### src/rtl/row_fetch_ctrl.sv
// Row-fetch scheduler: keeps the four source rows of a window resident in a
// 4-slot line-buffer ring, fetching missing rows from frame memory.
module row_fetch_ctrl #(
  parameter int unsigned IMG_W = 640,
  parameter int unsigned IMG_H = 480
) (
  input  logic        clk,
  input  logic        rstn,
  input  logic        flush,
  input  logic        wr_req,
  input  logic [11:0] dst_row,
  output logic        tran_done,
  output logic        busy,
  output logic        req_err,
  output logic [1:0]  sel_x1,
  output logic [1:0]  sel_x2,
  output logic [1:0]  sel_x3,
  output logic [1:0]  sel_x4,
  output logic        mem_req,
  output logic [11:0] mem_row,
  input  logic        mem_ack,
  input  logic        mem_vld,
  input  logic [15:0] mem_data,
  output logic        lb_we,
  output logic [1:0]  lb_slot,
  output logic [11:0] lb_waddr,
  output logic [15:0] lb_wdata
);

  localparam logic [11:0] LastCol = 12'(IMG_W - 1);
  localparam logic [11:0] LastRow = 12'(IMG_H - 1);

  typedef enum logic [2:0] {StIdle, StCheck, StReq, StLoad, StDone} state_e;

  state_e      state_q, state_d;
  logic [11:0] row_q;
  logic [11:0] mem_row_q;
  logic [11:0] col_q;
  logic        req_err_q;
  logic [3:0]  tag_vld_q;
  logic [11:0] tag_row_q [4];
  logic [1:0]  sel_q [4];

  logic [11:0] need [4];
  logic [3:0]  hit;
  logic        miss_any;
  logic [11:0] miss_row;
  logic        load_wr;

  // Needed rows, clamped to the image; row_q never exceeds LastRow.
  always_comb begin
    need[0] = (row_q == 12'd0) ? 12'd0 : row_q - 12'd1;
    need[1] = row_q;
    need[2] = (row_q >= LastRow) ? LastRow : row_q + 12'd1;
    need[3] = (row_q >= LastRow - 12'd1) ? LastRow : row_q + 12'd2;
  end

  always_comb begin
    for (int k = 0; k < 4; k++) begin
      hit[k] = tag_vld_q[need[k][1:0]] && (tag_row_q[need[k][1:0]] == need[k]);
    end
    miss_any = ~&hit;
    miss_row = need[3];
    // Walk backwards so the lowest-index miss wins.
    for (int k = 3; k >= 0; k--) begin
      if (!hit[k]) miss_row = need[k];
    end
  end

  // State register
  always_ff @(posedge clk or negedge rstn) begin
    if (!rstn) state_q <= StIdle;
    else       state_q <= state_d;
  end

  // Next-state logic
  always_comb begin
    state_d = state_q;
    case (state_q)
      StIdle:  if (!flush && wr_req && dst_row <= LastRow) state_d = StCheck;
      StCheck: state_d = miss_any ? StReq : StDone;
      StReq:   if (mem_ack) state_d = StLoad;
      StLoad:  if (mem_vld && col_q == LastCol) state_d = StCheck;
      StDone:  state_d = StIdle;
      default: state_d = StIdle;
    endcase
  end

  // Outputs decoded from state; line-buffer writes pass straight through
  always_comb begin
    busy      = (state_q != StIdle);
    tran_done = (state_q == StDone);
    mem_req   = (state_q == StReq);
    load_wr   = (state_q == StLoad) && mem_vld;
    lb_we     = load_wr;
    lb_slot   = load_wr ? mem_row_q[1:0] : 2'd0;
    lb_waddr  = load_wr ? col_q : 12'd0;
    lb_wdata  = load_wr ? mem_data : 16'd0;
  end

  always_ff @(posedge clk or negedge rstn) begin
    if (!rstn) begin
      row_q     <= '0;
      mem_row_q <= '0;
      col_q     <= '0;
      req_err_q <= 1'b0;
      tag_vld_q <= '0;
      for (int k = 0; k < 4; k++) begin
        tag_row_q[k] <= '0;
        sel_q[k]     <= '0;
      end
    end else begin
      req_err_q <= 1'b0;
      case (state_q)
        StIdle: begin
          if (flush) begin
            tag_vld_q <= '0;
          end else if (wr_req) begin
            if (dst_row <= LastRow) row_q <= dst_row;
            else                    req_err_q <= 1'b1;
          end
        end
        StCheck: begin
          if (miss_any) begin
            mem_row_q <= miss_row;
          end else begin
            for (int k = 0; k < 4; k++) sel_q[k] <= need[k][1:0];
          end
        end
        StReq: begin
          if (mem_ack) begin
            tag_vld_q[mem_row_q[1:0]] <= 1'b0;
            col_q                     <= '0;
          end
        end
        StLoad: begin
          if (mem_vld) begin
            col_q <= col_q + 12'd1;
            if (col_q == LastCol) begin
              tag_vld_q[mem_row_q[1:0]] <= 1'b1;
              tag_row_q[mem_row_q[1:0]] <= mem_row_q;
            end
          end
        end
        default: ;
      endcase
    end
  end

  assign req_err = req_err_q;
  assign mem_row = mem_row_q;
  assign sel_x1  = sel_q[0];
  assign sel_x2  = sel_q[1];
  assign sel_x3  = sel_q[2];
  assign sel_x4  = sel_q[3];

endmodule

### config.mk
export PLATFORM = sky130hd
export DESIGN_NAME = row_fetch_ctrl
export DESIGN_NICKNAME = d
export VERILOG_FILES = /design/src/rtl/row_fetch_ctrl.sv
export SDC_FILE = /design/constraint.sdc
export NUM_CORES = 1
export LEC_CHECK = 0
export CORE_MARGIN = 3
export CORE_UTILIZATION = 50
export CTS_CLUSTER_SIZE = 12
export DETAILED_ROUTE_END_ITERATION = 6
export PLACE_DENSITY = 0.75
export REMOVE_ABC_BUFFERS = 1
export SYNTH_ARGS = -nofsm -noshare
export SYNTH_HDL_FRONTEND = slang
export SYNTH_SLANG_ARGS = --single-unit
### constraint.sdc
create_clock -name clk -period 4.4 [get_ports clk]
set_clock_uncertainty 0.1 [all_clocks]
set_input_delay 0.88 -clock clk [delete_from_list [all_inputs] [get_ports clk]]
set_output_delay 0.88 -clock clk [all_outputs]
set_load 0.02 [all_outputs]
* Word-level counts from Yosys, hierarchy flattened
Cells that the tools add are included.
** Word-level totals
- Output and inout port bits :: 55
- Register bits after elaboration :: 100
- Input bits :: 34
** Operators by class
- Magnitude comparators :: 15
- $add $sub $neg :: 4
- Bitwise operators :: 10
- Equality and inequality tests :: 15
- Mux-type cells :: 51
- Reduce and logical (&&, ||, !) cells :: 24
** Operators by type and width (count)
- two-way mux 12 bit :: 18
- binary-select mux 12 bit (select 2 bit) :: 4
- bitwise mux 48 bit :: 1
- == test 12 bit :: 4
- adder 12 x 1 -> 12 bit, second input constant :: 2
- demux 12 bit (select 2 bit) :: 1
- >= comparator 12 x 9 -> 1 bit, second input constant :: 2
- case mux 12 bit (2 select lines) :: 1
- two-way mux 16 bit :: 1
- two-way mux 4 bit :: 4
- >= comparator 3 bit, second input constant :: 5
- < comparator 2 x 3 -> 1 bit, second input constant :: 5
- NOT 2 -> 3 bit :: 5
- adder 12 x 2 -> 12 bit, second input constant :: 1
- == test 12 x 10 -> 1 bit, second input constant :: 1
- <= comparator 12 x 9 -> 1 bit, second input constant :: 1
- logical NOT 12 bit :: 1
- two-way mux 3 bit :: 4
- case mux 3 bit (4 select lines) :: 1
- case mux 4 bit (3 select lines) :: 1
- subtractor 12 x 1 -> 12 bit, second input constant :: 1
- logical AND 1 bit :: 10
- AND reduction 5 bit :: 2
- two-way mux 1 bit :: 9
- 21 further kinds :: 34

* Logic depth before layout (Yosys ltp)
Gate-level depths: netlist of run 1.
- Word-level depth :: 11
- Gate-level depth with buffers :: 18
- Mapped depth without buffers :: 12

* Worst setup path before layout of run 1
No wires, ideal clock.
- Path type :: register -> register
- Start point :: register row_q[0]
- End point :: register mem_row_q[5], in the netlist mem_row[5]
- Arrival time :: 4.351 ns
- Path slack :: -0.177 ns
- Period minus slack after synthesis :: 4.577 ns
- Data required time :: 4.175 ns
- Stages on the path, launching flop included :: 16
- Cells stage by stage :: dfrtp_1 buf_2 inv_1 clkbuf_1 clkbuf_1 ha_1 or4b_4 or4_4 a221oi_1 nor2_1 mux2_2 o22ai_1 or4_4 a311oi_4 and4_1 nor3_1
** Between the ends
- Word-level cells in the longest chain between the ends :: 11
- Elaborated cells on any way between the ends :: 47
** RTL lines
- start: declaration :: line 36 : logic [11:0] row_q;
- start signal: assignment :: line 119 : if (dst_row <= LastRow) row_q <= dst_row;
- adder 12 x 1 -> 12 bit, or another cell as far along :: line 54 : need[2] = (row_q >= LastRow) ? LastRow : row_q + 12'd1;
- two-way mux 12 bit (on tied branches) :: line 54, 52, 55
- NOT 2 -> 3 bit (implied by the code) :: line 60 : hit[k] = tag_vld_q[need[k][1:0]] && (tag_row_q[need[k][1:0]] == need[k]);
- binary-select mux 12 bit (select 2 bit) :: line 60
- two-way mux 12 bit (implied by the code) (2 in series) :: line 60
- == test 12 bit :: line 60
- logical AND 1 bit :: line 60
- two-way mux 12 bit / AND reduction 4 bit (equally long branches) :: line 66, 62
- two-way mux 12 bit / NOT 1 bit (equally long branches)
- two-way mux 12 bit / AND reduction 2 bit (equally long branches)
- end signal: assignment :: line 125 : mem_row_q <= miss_row;
- end: declaration :: line 37 : logic [11:0] mem_row_q;
Several ways; a longest one is shown, not always the timed one. The select of a mux whose other input is x is not followed.
A chain may end at the register's enable or synchronous reset.

* Worst setup path in the final report of run 1
- Start point :: register row_q[0]
- End point :: register mem_row_q[3], in the netlist mem_row[3]
The elaborated chain is that of the path after synthesis.

==> impl_metrics.env, run 1 <==
export IMPL_cts_tree="built"
export IMPL_dp_cells=1121
export IMPL_wl_per_cell_um=23.8
export IMPL_synth_seq_cells=100
export IMPL_total_power_mw=4.06
export IMPL_grt_pass1_vias=7078
export IMPL_stdcell_count=1138
export IMPL_min_delay_path_class="reg2reg"
export IMPL_die_area_mm2=0.0170
export IMPL_post_synth_top_area_cell="dfrtp_1"
export IMPL_cp_arrival_ns=4.42
export IMPL_syn_cell_area_mm2=0.00772
export IMPL_async_flop_share_pct=100
export IMPL_tightest_slew_ns=0.783
export IMPL_grt_max_degree=77
export IMPL_placed_area_mm2=0.00902
export IMPL_clockPowerShare_pct=20.6
export IMPL_yosys_warnings=0
export IMPL_timing_final_crit_share_pct=96.9
export IMPL_root_buffer="clkbuf_16"
export IMPL_p_leak_nw=3.91
export IMPL_drive_gt1_share_pct=17.8
export IMPL_combPwrFrac_pct=49.0
export IMPL_maxCapViolCount=0
export IMPL_core_mm2=0.0148
export IMPL_vias_per_cell=6.54
export IMPL_reg2reg_depth=11
export IMPL_wirelength_mm=27.1
export IMPL_ios=89
export IMPL_powerDensity_mw_per_mm2=434
export IMPL_drc=0
export IMPL_syn_area_per_cell_um2=9.06
export IMPL_firstDrtPassIters=7
export IMPL_gp_congestion=1.06
export IMPL_switching_share_pct=44.5
export IMPL_antenna_left=0
export IMPL_setup_tns_ns=0
export IMPL_drv_slew=0
export IMPL_via_count=7447
export IMPL_p_switching_mw=1.81
export IMPL_yosysTopAreaCellShare_pct=32.4
export IMPL_synth_area_leaders="dfrtp_1, mux2_2, mux2i_1, and2_1, nor2_1"
export IMPL_fin_crit_ns=4.26
export IMPL_reg2reg_slack_ns=0.14
export IMPL_die_h_um=130
export IMPL_io_buffers=88
export IMPL_cp_required_ns=4.55
export IMPL_critPathLaunchType="register"
export IMPL_cts_buffer_depth=2
export IMPL_nets=990
export IMPL_syn_to_final_growth_pct=21.2
export IMPL_synth_edf_count=0
export IMPL_cts_buffers_inserted=9
export IMPL_cts_htree_levels=3
export IMPL_setup_ws_ns=0.135
export IMPL_worstReg2RegEnd="mem_row[3]"
export IMPL_clock_latency_ns=0.37
export IMPL_stdcell_area_mm2=0.00935
export IMPL_ys_types=84
export IMPL_synth_ff_type="dfrtp_1"
export IMPL_rows=44
export IMPL_status="finished, final reports clean"
export IMPL_fmax_ghz=0.234
export IMPL_fillers=1280
export IMPL_pre_cts_slack_ns=0.159
export IMPL_diodes=0
export IMPL_drt_iter0_markers=837
export IMPL_whs_endpoint="tag_row_q[13]"
export IMPL_hold_violations=0
export IMPL_critPathMaxFanout=13
export IMPL_synthCells=852
export IMPL_worstHoldStart="tag_row_q[13]"
export IMPL_die_w_um=130
export IMPL_holdPathStages=1
export IMPL_intPower_mw=2.25
export IMPL_rsz0062_at_grt="no"
export IMPL_p_seq_share_pct=30.4
export IMPL_setup_viol=0
export IMPL_crit_type="reg2reg"
export IMPL_initial_core_util_pct=52.1
export IMPL_overflow=0
export IMPL_antenna_found_initial=0
export IMPL_place_hpwl_mm=20.0
export IMPL_path_clk_slew_ns=0.08
export IMPL_relSlewSlack_pct=47.2
export IMPL_yosysSeqAreaShare_pct=32.4
export IMPL_end_kind="register"
export IMPL_clock_sinks=100
export IMPL_grt_first_pass_wirelength_mm=42.0
export IMPL_r2r_start="row_q[0]"
export IMPL_max_vdd_ir_drop_mv=0.315
export IMPL_track_usage_pct=32.6
## stage by stage
| stage | utilization (%) | hold slack, ns |
|---|---|---|
| detailed placement | 60.9 | 0.366 |
| finish | 63.2 | 0.383 |
| CTS | 63.0 | 0.386 |
| global placement | 60.9 | 0.361 |
| global route | 63.2 | 0.398 |
| floorplan | - | 0.345 |
## cell usage after synthesis (13+ instances only)
cell and instances:
xor2_1 22, inv_1 21, mux2i_1 34, nand3_1 30
nor2b_1 16, nand2_1 55, a32oi_1 13, nor3_1 26
buf_2 14, or3_1 15, xnor2_1 23, clkbuf_1 35
mux2_2 54, and2_1 41, o21ai_0 43, dfrtp_1 100
nor2_1 65, a21oi_1 28, nand4_1 14
## cells by family after synthesis
| family | after synthesis | synth area share [%] |
|---|---|---|
| and+or+nand+nor | 327 | 23.7 |
| AOI/OAI and AO/OA | 191 | 17.7 |
| DFF | 100 | 32.4 |
| muxes | 98 | 14.9 |
| buffers and inverters | 83 | 4.80 |
| xor gates and xnor gates | 46 | 5.40 |
| adders and majority gates | 7 | 1.13 |
## state kept, by name (all words and copies together), names as in the netlist
signal	cells
req_err	1
row_q	12
sel_x2	2
mem_row	12
sel_x1	2
sel_x4	2
state_q	3
sel_x3	2
tag_vld_q	4
col_q	12
tag_row_q	48
## power groups by stage
stage	combinational (mW)	sequential, mW	clock, mW
6_report	1.99	1.23	0.836
3_3_place_gp	1.92	1.24	0
3_5_place_dp	1.93	1.24	0
5_1_grt	2.13	1.25	0.877
4_1_cts	1.94	1.22	0.850
2_1_floorplan	1.08	1.27	0
## cells in the final DEF (no fill, tap or decap), types with 7 or more instances in the layout
master and count:
a21oi_1 28, a22oi_1 8, a31oi_1 7, a32oi_1 13
and2_1 41, buf_4 55, clkbuf_16 9, clkdlybuf4s50_1 87
dfrtp_1 99, ha_1 7, inv_1 21, mux2_2 54
mux2i_1 34, mux4_2 8, nand2_1 55, nand2b_1 11
nand3_1 30, nand4_1 14, nor2_1 65, nor2b_1 16
nor3_1 25, nor4_1 7, o21ai_0 43, o22ai_1 12
or2_2 7, or3_1 15, xnor2_1 23, xor2_1 22
## per-layer routing
metal  wire (um)  GRT usage (%)  share of wire [%]  vias to the layer above
li1            -              -                  -                     3356
met1       11700           47.8                 43                     3580
met2       11500           46.2                 42                      437
met3        2850           7.94                 11                       74
met4        1040           12.5                3.9                        0
met5           0              0                  0                        -
## worst max-delay path, cell delays in order (launching register included)
cell and delay, ns:
dfrtp_2 0.46, inv_1 0.09, ha_1 0.23, or4b_4 0.53, or4_4 0.66, o2bb2ai_1 0.17, a211oi_1 0.38, xnor2_1 0.20
nand2_1 0.13, or4_1 0.64, a32o_1 0.34, a31o_2 0.23
## how the worst max path moves through the flow
stage / from / to / slack (ns) / cells after the start
floorplan: row_q[0] / mem_row[7] / -1.51 / 12
global placement: row_q[0] / mem_row[5] / 0.22 / 12
detailed placement: row_q[0] / mem_row[5] / 0.16 / 12
CTS: row_q[0] / mem_row[5] / 0.17 / 12
global route: row_q[0] / mem_row[5] / 0.01 / 13
finish: row_q[0] / mem_row[3] / 0.14 / 11
## area by class of cell
type / instances / area (um^2) / share of cell area [%]
inverter: 23 / 86.3 / 0.923
sequential: 100 / 2500 / 26.8
tap: 184 / 230 / 2.46
multi-input combinational: 669 / 4860 / 52.0
clock buffer: 9 / 225 / 2.41
timing repair buffer: 146 / 1360 / 14.5
clock inverter: 7 / 91.3 / 0.976
## timing repair
item,in CTS,in global routing
buffers inserted,0,1
resized for setup,0,3
endpoints found under the setup margin,0,9
hold buffers,0,0
No activity file was read; power rests on OpenSTA's default activity.
==> run 2, diff against run 1 <==
--- a/config.mk
+++ b/config.mk
@@ -5,6 +5,7 @@
 export SDC_FILE = /design/constraint.sdc
 export NUM_CORES = 1
 export LEC_CHECK = 0
+export ABC_CLOCK_PERIOD_IN_PS = 3800
 export CORE_MARGIN = 3
 export CORE_UTILIZATION = 50
 export CTS_CLUSTER_SIZE = 12
==> constraint.sdc (replaced) <==
create_clock -name clk -period 3.8 [get_ports clk]
set_clock_uncertainty 0.1 [all_clocks]
set_input_delay 0.76 -clock clk [delete_from_list [all_inputs] [get_ports clk]]
set_output_delay 0.76 -clock clk [all_outputs]
set_load 0.02 [all_outputs]
==> run 2 against run 1 <==
  * The flow now finishes with violations (negative setup slack)
  * Critical endpoint is now mem_row[7]
  * Combinational power rose by 41%
  * Worst hold slack got worse by 0.067 ns
  * Highest routed layer unchanged
  * Global-route usage grew 1.7 points
  * Critical path type unchanged
  * Flip-flop and latch count stayed put
  * Non-clock buffer count increased by 81
  * Via count grew 8.1%
  * Design area grew 11%
  * Largest power group unchanged
==> impl_metrics.env, run 2 (synthesized netlist as in run 1, its figures left out) <==
export IMPL_status="finished with violations"
export IMPL_violations="negative setup slack"
export IMPL_setup_ws_ns=-0.109
export IMPL_min_delay_path_class="in2async"
export IMPL_syn_to_final_growth_pct=34.4
export IMPL_stdcell_count=1219
export IMPL_hold_violations=0
export IMPL_ios=89
export IMPL_place_hpwl_mm=21.3
export IMPL_rows=44
export IMPL_max_vdd_ir_drop_mv=0.305
export IMPL_nets=1071
export IMPL_gp_congestion=1.06
export IMPL_pre_cts_slack_ns=-0.213
export IMPL_root_buffer="clkbuf_16"
export IMPL_cts_tree="built"
export IMPL_cp_cell_sequence="inv_4 -> ha_4 -> or4b_4 -> or4_4 -> buf_6 -> a211oi_4 -> xnor2_2 -> o32ai_4 -> buf_4 -> nand3_4 -> nor4_4 -> buf_4 -> a21o_1 -> buf_6 -> a32oi_1 -> nand2_1"
export IMPL_placed_area_mm2=0.00957
export IMPL_cp_arrival_ns=4.11
export IMPL_critPathMaxStageDelay_ns=0.52
export IMPL_timing_final_crit_share_pct=103
export IMPL_final_common_cell="buf_4"
export IMPL_drc=0
export IMPL_antenna_found_initial=0
export IMPL_maxCapViolCount=0
export IMPL_p_leak_nw=4.44
export IMPL_crit_type="reg2reg"
export IMPL_grt_pass1_vias=7502
export IMPL_core_mm2=0.0148
export IMPL_cts_buffers_inserted=9
export IMPL_largest_reg_flops=48
export IMPL_regMostFlops="tag_row_q"
export IMPL_relSlewSlack_pct=46.5
export IMPL_powerDensity_mw_per_mm2=495
export IMPL_drive_gt1_share_pct=28.8
export IMPL_grt_first_pass_wirelength_mm=44.2
export IMPL_initial_core_util_pct=52.1
export IMPL_io_buffers=88
export IMPL_critPathLaunchType="register"
export IMPL_drv_slew=0
export IMPL_clock_sinks=100
export IMPL_rsz0062_at_grt="yes"
export IMPL_wl_per_cell_um=23.9
export IMPL_die_area_mm2=0.0170
export IMPL_setup_viol=17
export IMPL_fmax_ghz=0.256
export IMPL_track_usage_pct=34.3
export IMPL_cts_htree_levels=3
export IMPL_critPathMaxFanout=6
export IMPL_grt_max_degree=68
export IMPL_tightest_slew_ns=0.795
export IMPL_cp_required_ns=4.00
export IMPL_die_w_um=130
export IMPL_diodes=0
export IMPL_vias_per_cell=6.60
export IMPL_end_kind="register"
export IMPL_overflow=0
export IMPL_stdcell_area_mm2=0.0104
export IMPL_crit_path_top_delay_cell="or4_4"
export IMPL_path_clk_slew_ns=0.08
export IMPL_drt_iter0_markers=1064
export IMPL_wirelength_mm=29.2
export IMPL_firstDrtPassIters=5
export IMPL_dp_cells=1191
export IMPL_antenna_left=0
export IMPL_fin_crit_ns=3.91
export IMPL_total_power_mw=5.14
export IMPL_cts_buffer_depth=2
export IMPL_whs_ns=0.315
export IMPL_via_count=8047
export IMPL_final_cell_mix="buf_4, dfrtp_1, clkdlybuf4s50_1"
export IMPL_clock_latency_ns=0.37
export IMPL_die_h_um=130
[run 2: repair_timing]
item / CTS / global route
pin swaps: 11 / 12
buffers inserted: 4 / 7
gates resized for setup: 24 / 57
cloned: 1 / 1
hold buffers: 0 / 0
setup endpoints to repair: 22 / 22
[run 2: report_power, final]
| group | switching (mW) | leakage (nW) | total (mW) | internal [mW] |
|---|---|---|---|---|
| Sequential | 0.211 | 1.34 | 1.39 | 1.18 |
| Combinational | 1.56 | 2.96 | 2.80 | 1.24 |
| Clock | 0.475 | 0.145 | 0.943 | 0.468 |
| Total | 2.24 | 4.44 | 5.14 | 2.90 |
[run 2: area by class of cell]
class | count | area [um^2]
Inverter | 23 | 91.3
Clock buffer | 9 | 225
Fill cell | 1137 | 4430
Tap cell | 184 | 230
Multi-Input combinational cell | 669 | 5170
Sequential cell | 100 | 2500
Timing Repair Buffer | 227 | 2080
Clock inverter | 7 | 80.1
[run 2: metal layers]
metal,routed length (um),part of all wire [%],up-vias,track usage [%]
li1,-,-,3530,-
met1,12100,41,3896,48.5
met2,12700,44,532,50.4
met3,3360,12,89,9.13
met4,989,3.4,0,12.6
met5,0,0,-,0
[run 2: stage by stage]
stage / TNS, ns / utilization, %
detailed placement: -3.06 / 64.6
floorplan: -42.82 / -
finish: -1.41 / 70.1
CTS: -0.298 / 67.9
global placement: -3.40 / 64.6
global route: -2.99 / 70.1
[run 2: worst paths after layout]
path	start	endpoint	slack (ns)	depth (start not counted)
setup reg to reg	row_q[0]	mem_row[7]	-0.11	16
hold reg to reg	sel_x2[0]	sel_x2[0]	0.38	2
min in group clk	sel_x2[0]	sel_x2[0]	0.38	2
hold / removal	rstn	col_q[10]	0.32	1
setup / recovery	row_q[0]	mem_row[7]	-0.11	16
max in group asynchronous	rstn	sel_x4[1]	2.57	2
[run 2: worst max-delay path: cells and delay by family (launching register included)]
kind / cells / cell delay (ns)
and+or+nand+nor: 5 / 1.52
xor gates and xnor gates: 1 / 0.10
AOI/OAI and AO/OA: 4 / 0.76
DFF: 1 / 0.44
buffers and inverters: 5 / 0.79
adders and majority gates: 1 / 0.13
==> run 3, diff against run 2 <==
--- a/config.mk
+++ b/config.mk
@@ -15,3 +15,4 @@
 export SYNTH_ARGS = -nofsm -noshare
 export SYNTH_HDL_FRONTEND = slang
 export SYNTH_SLANG_ARGS = --single-unit
+export TNS_END_PERCENT = 5
==> run 3 against run 2 <==
  * The flow still finishes with violations (negative setup slack)
  * Via count shrank 1.1%
  * Core utilization shrank 2.0 points
  * Design area shrank 2.8%
  * Worst hold slack is essentially flat
  * Global-route usage shrank 0.095 points
  * Non-clock buffer count shrank 5
  * Die area is the same
  * Maximum frequency shrank 1.4%
  * Clock power is essentially flat
  * Critical path type unchanged
  * Critical endpoint unchanged
  * Largest power group unchanged
  * Highest routed layer unchanged
==> impl_metrics.env, run 3 (synthesized netlist as in run 1, its figures left out) <==
export IMPL_min_delay_path_class="in2async"
export IMPL_drt_iter0_markers=989
export IMPL_multi_input_area_mm2=0.00499
export IMPL_path_clk_slew_ns=0.08
export IMPL_regMostFlops="tag_row_q"
export IMPL_rows=44
export IMPL_drv_slew=0
export IMPL_reg2reg_depth=16
export IMPL_status="finished with violations"
export IMPL_fin_crit_ns=3.96
export IMPL_die_h_um=130
export IMPL_p_leak_nw=4.33
export IMPL_cp_arrival_ns=4.16
export IMPL_diodes=0
export IMPL_firstDrtPassIters=6
export IMPL_root_buffer="clkbuf_16"
export IMPL_powerDensity_mw_per_mm2=495
export IMPL_final_common_cell="buf_4"
export IMPL_critPathMaxFanout=8
export IMPL_crit_type="reg2reg"
export IMPL_gp_congestion=1.06
export IMPL_maxUsedRoutingLayer="met4"
export IMPL_largest_reg_flops=48
export IMPL_placed_area_mm2=0.00957
export IMPL_relSlewSlack_pct=54.2
export IMPL_rsz0062_at_grt="yes"
export IMPL_cts_tree="built"
export IMPL_overflow=0
export IMPL_wirelength_mm=28.7
export IMPL_setup_viol=19
export IMPL_hold_violations=0
export IMPL_ios=89
export IMPL_clock_latency_ns=0.37
export IMPL_die_w_um=130
export IMPL_wl_met2_mm=12.5
export IMPL_reg2reg_slack_ns=-0.16
export IMPL_end_kind="register"
export IMPL_setup_ws_ns=-0.164
export IMPL_cts_htree_levels=3
export IMPL_drive_gt1_share_pct=25.5
export IMPL_wl_per_cell_um=23.6
export IMPL_seqCellArea_mm2=0.00250
export IMPL_cts_buffers_inserted=9
export IMPL_grt_max_degree=68
export IMPL_routed_wl_met3_mm=3.36
export IMPL_grt_first_pass_wirelength_mm=44.1
export IMPL_core_mm2=0.0148
export IMPL_worstReg2RegEnd="mem_row[7]"
export IMPL_track_usage_pct=34.2
export IMPL_io_buffers=88
export IMPL_max_vdd_ir_drop_mv=0.300
export IMPL_violations="negative setup slack"
export IMPL_cp_endpoint="mem_row[7]"
export IMPL_setup_tns_ns=-2.04
export IMPL_antenna_left=0
export IMPL_stdcell_area_mm2=0.0101
export IMPL_place_hpwl_mm=21.3
export IMPL_maxCapViolCount=0
export IMPL_m1WireLength_mm=11.8
export IMPL_antenna_found_initial=0
export IMPL_vias_per_cell=6.55
export IMPL_tightest_slew_ns=0.680
export IMPL_cts_buffer_depth=2
export IMPL_syn_to_final_growth_pct=30.6
export IMPL_drc=0
export IMPL_fmax_ghz=0.252
export IMPL_cp_startpoint="row_q[0]"
export IMPL_cp_required_ns=4.00
export IMPL_die_area_mm2=0.0170
export IMPL_clock_sinks=100
export IMPL_final_cell_mix="buf_4, dfrtp_1, clkdlybuf4s50_1"
export IMPL_grt_pass1_vias=7467
export IMPL_initial_core_util_pct=52.1
export IMPL_r2r_start="row_q[0]"
export IMPL_critPathLaunchType="register"
export IMPL_via_count=7955
export IMPL_nets=1066
export IMPL_timing_final_crit_share_pct=104
export IMPL_fillers=1177
-- run 3: worst max-delay path: stages (launching register included) --
cell and delay [ns]:
dfrtp_2 0.41, inv_2 0.08, ha_4 0.13, or4b_4 0.50
buf_6 0.15, nor4_4 0.29, buf_4 0.18, clkbuf_16 0.14
nor3_1 0.05, a211oi_2 0.23, xor2_1 0.22, nand2_1 0.07
or4_4 0.54, a311oi_4 0.38, buf_4 0.19, o221ai_1 0.13
nand2_1 0.10
-- run 3: metrics by stage --
stage / util (%) / setup slack [ns] / total power [mW] / hold slack (ns) / cells
final: 68.1 / -0.164 / 4.99 / 0.316 / 1214
after global routing: 68.1 / -0.303 / 5.22 / 0.357 / 1214
after CTS: 67.3 / -0.126 / 4.88 / 0.337 / 1210
after detailed placement: 64.6 / -0.213 / 3.84 / 0.369 / 1191
after global placement: 64.6 / -0.224 / 3.83 / 0.362 / 1191
after floorplan: - / -2.11 / 2.71 / 0.345 / 792
-- run 3: how the worst min path moves through the flow --
| stage | from | to | slack, ns |
|---|---|---|---|
| floorplan | tag_row_q[24] | tag_row_q[24] | 0.35 |
| global placement | sel_x2[0] | sel_x2[0] | 0.36 |
| detailed placement | sel_x2[0] | sel_x2[0] | 0.37 |
| CTS | rstn | col_q[4] | 0.34 |
| global route | rstn | col_q[4] | 0.36 |
| finish | rstn | col_q[4] | 0.32 |
-- run 3: final cells by class --
class,count,area share (%)
Inverter,23,0.856
Tap cell,184,2.28
Timing Repair Buffer,222,19.5
Sequential cell,100,24.8
Clock inverter,7,0.794
Clock buffer,9,2.23
Multi-Input combinational cell,669,49.5
-- run 3: power breakdown --
group	total (mW)	internal (mW)	switching, mW
clock	0.944	0.468	0.476
combinational	2.66	1.17	1.49
sequential	1.39	1.18	0.205
-- run 3: repair_timing --
action	in CTS	in global routing
gates resized for setup	8	24
buffers inserted	2	5
gates cloned	1	0
setup endpoints to repair	22	22
pin swaps	10	13
hold buffers	0	0
-- run 3: layer usage --
layer / vias to the layer above / GRT usage [%]
met5: - / 0
met4: 0 / 12.0
met3: 98 / 9.95
met2: 499 / 50.3
met1: 3833 / 48.0
li1: 3525 / -
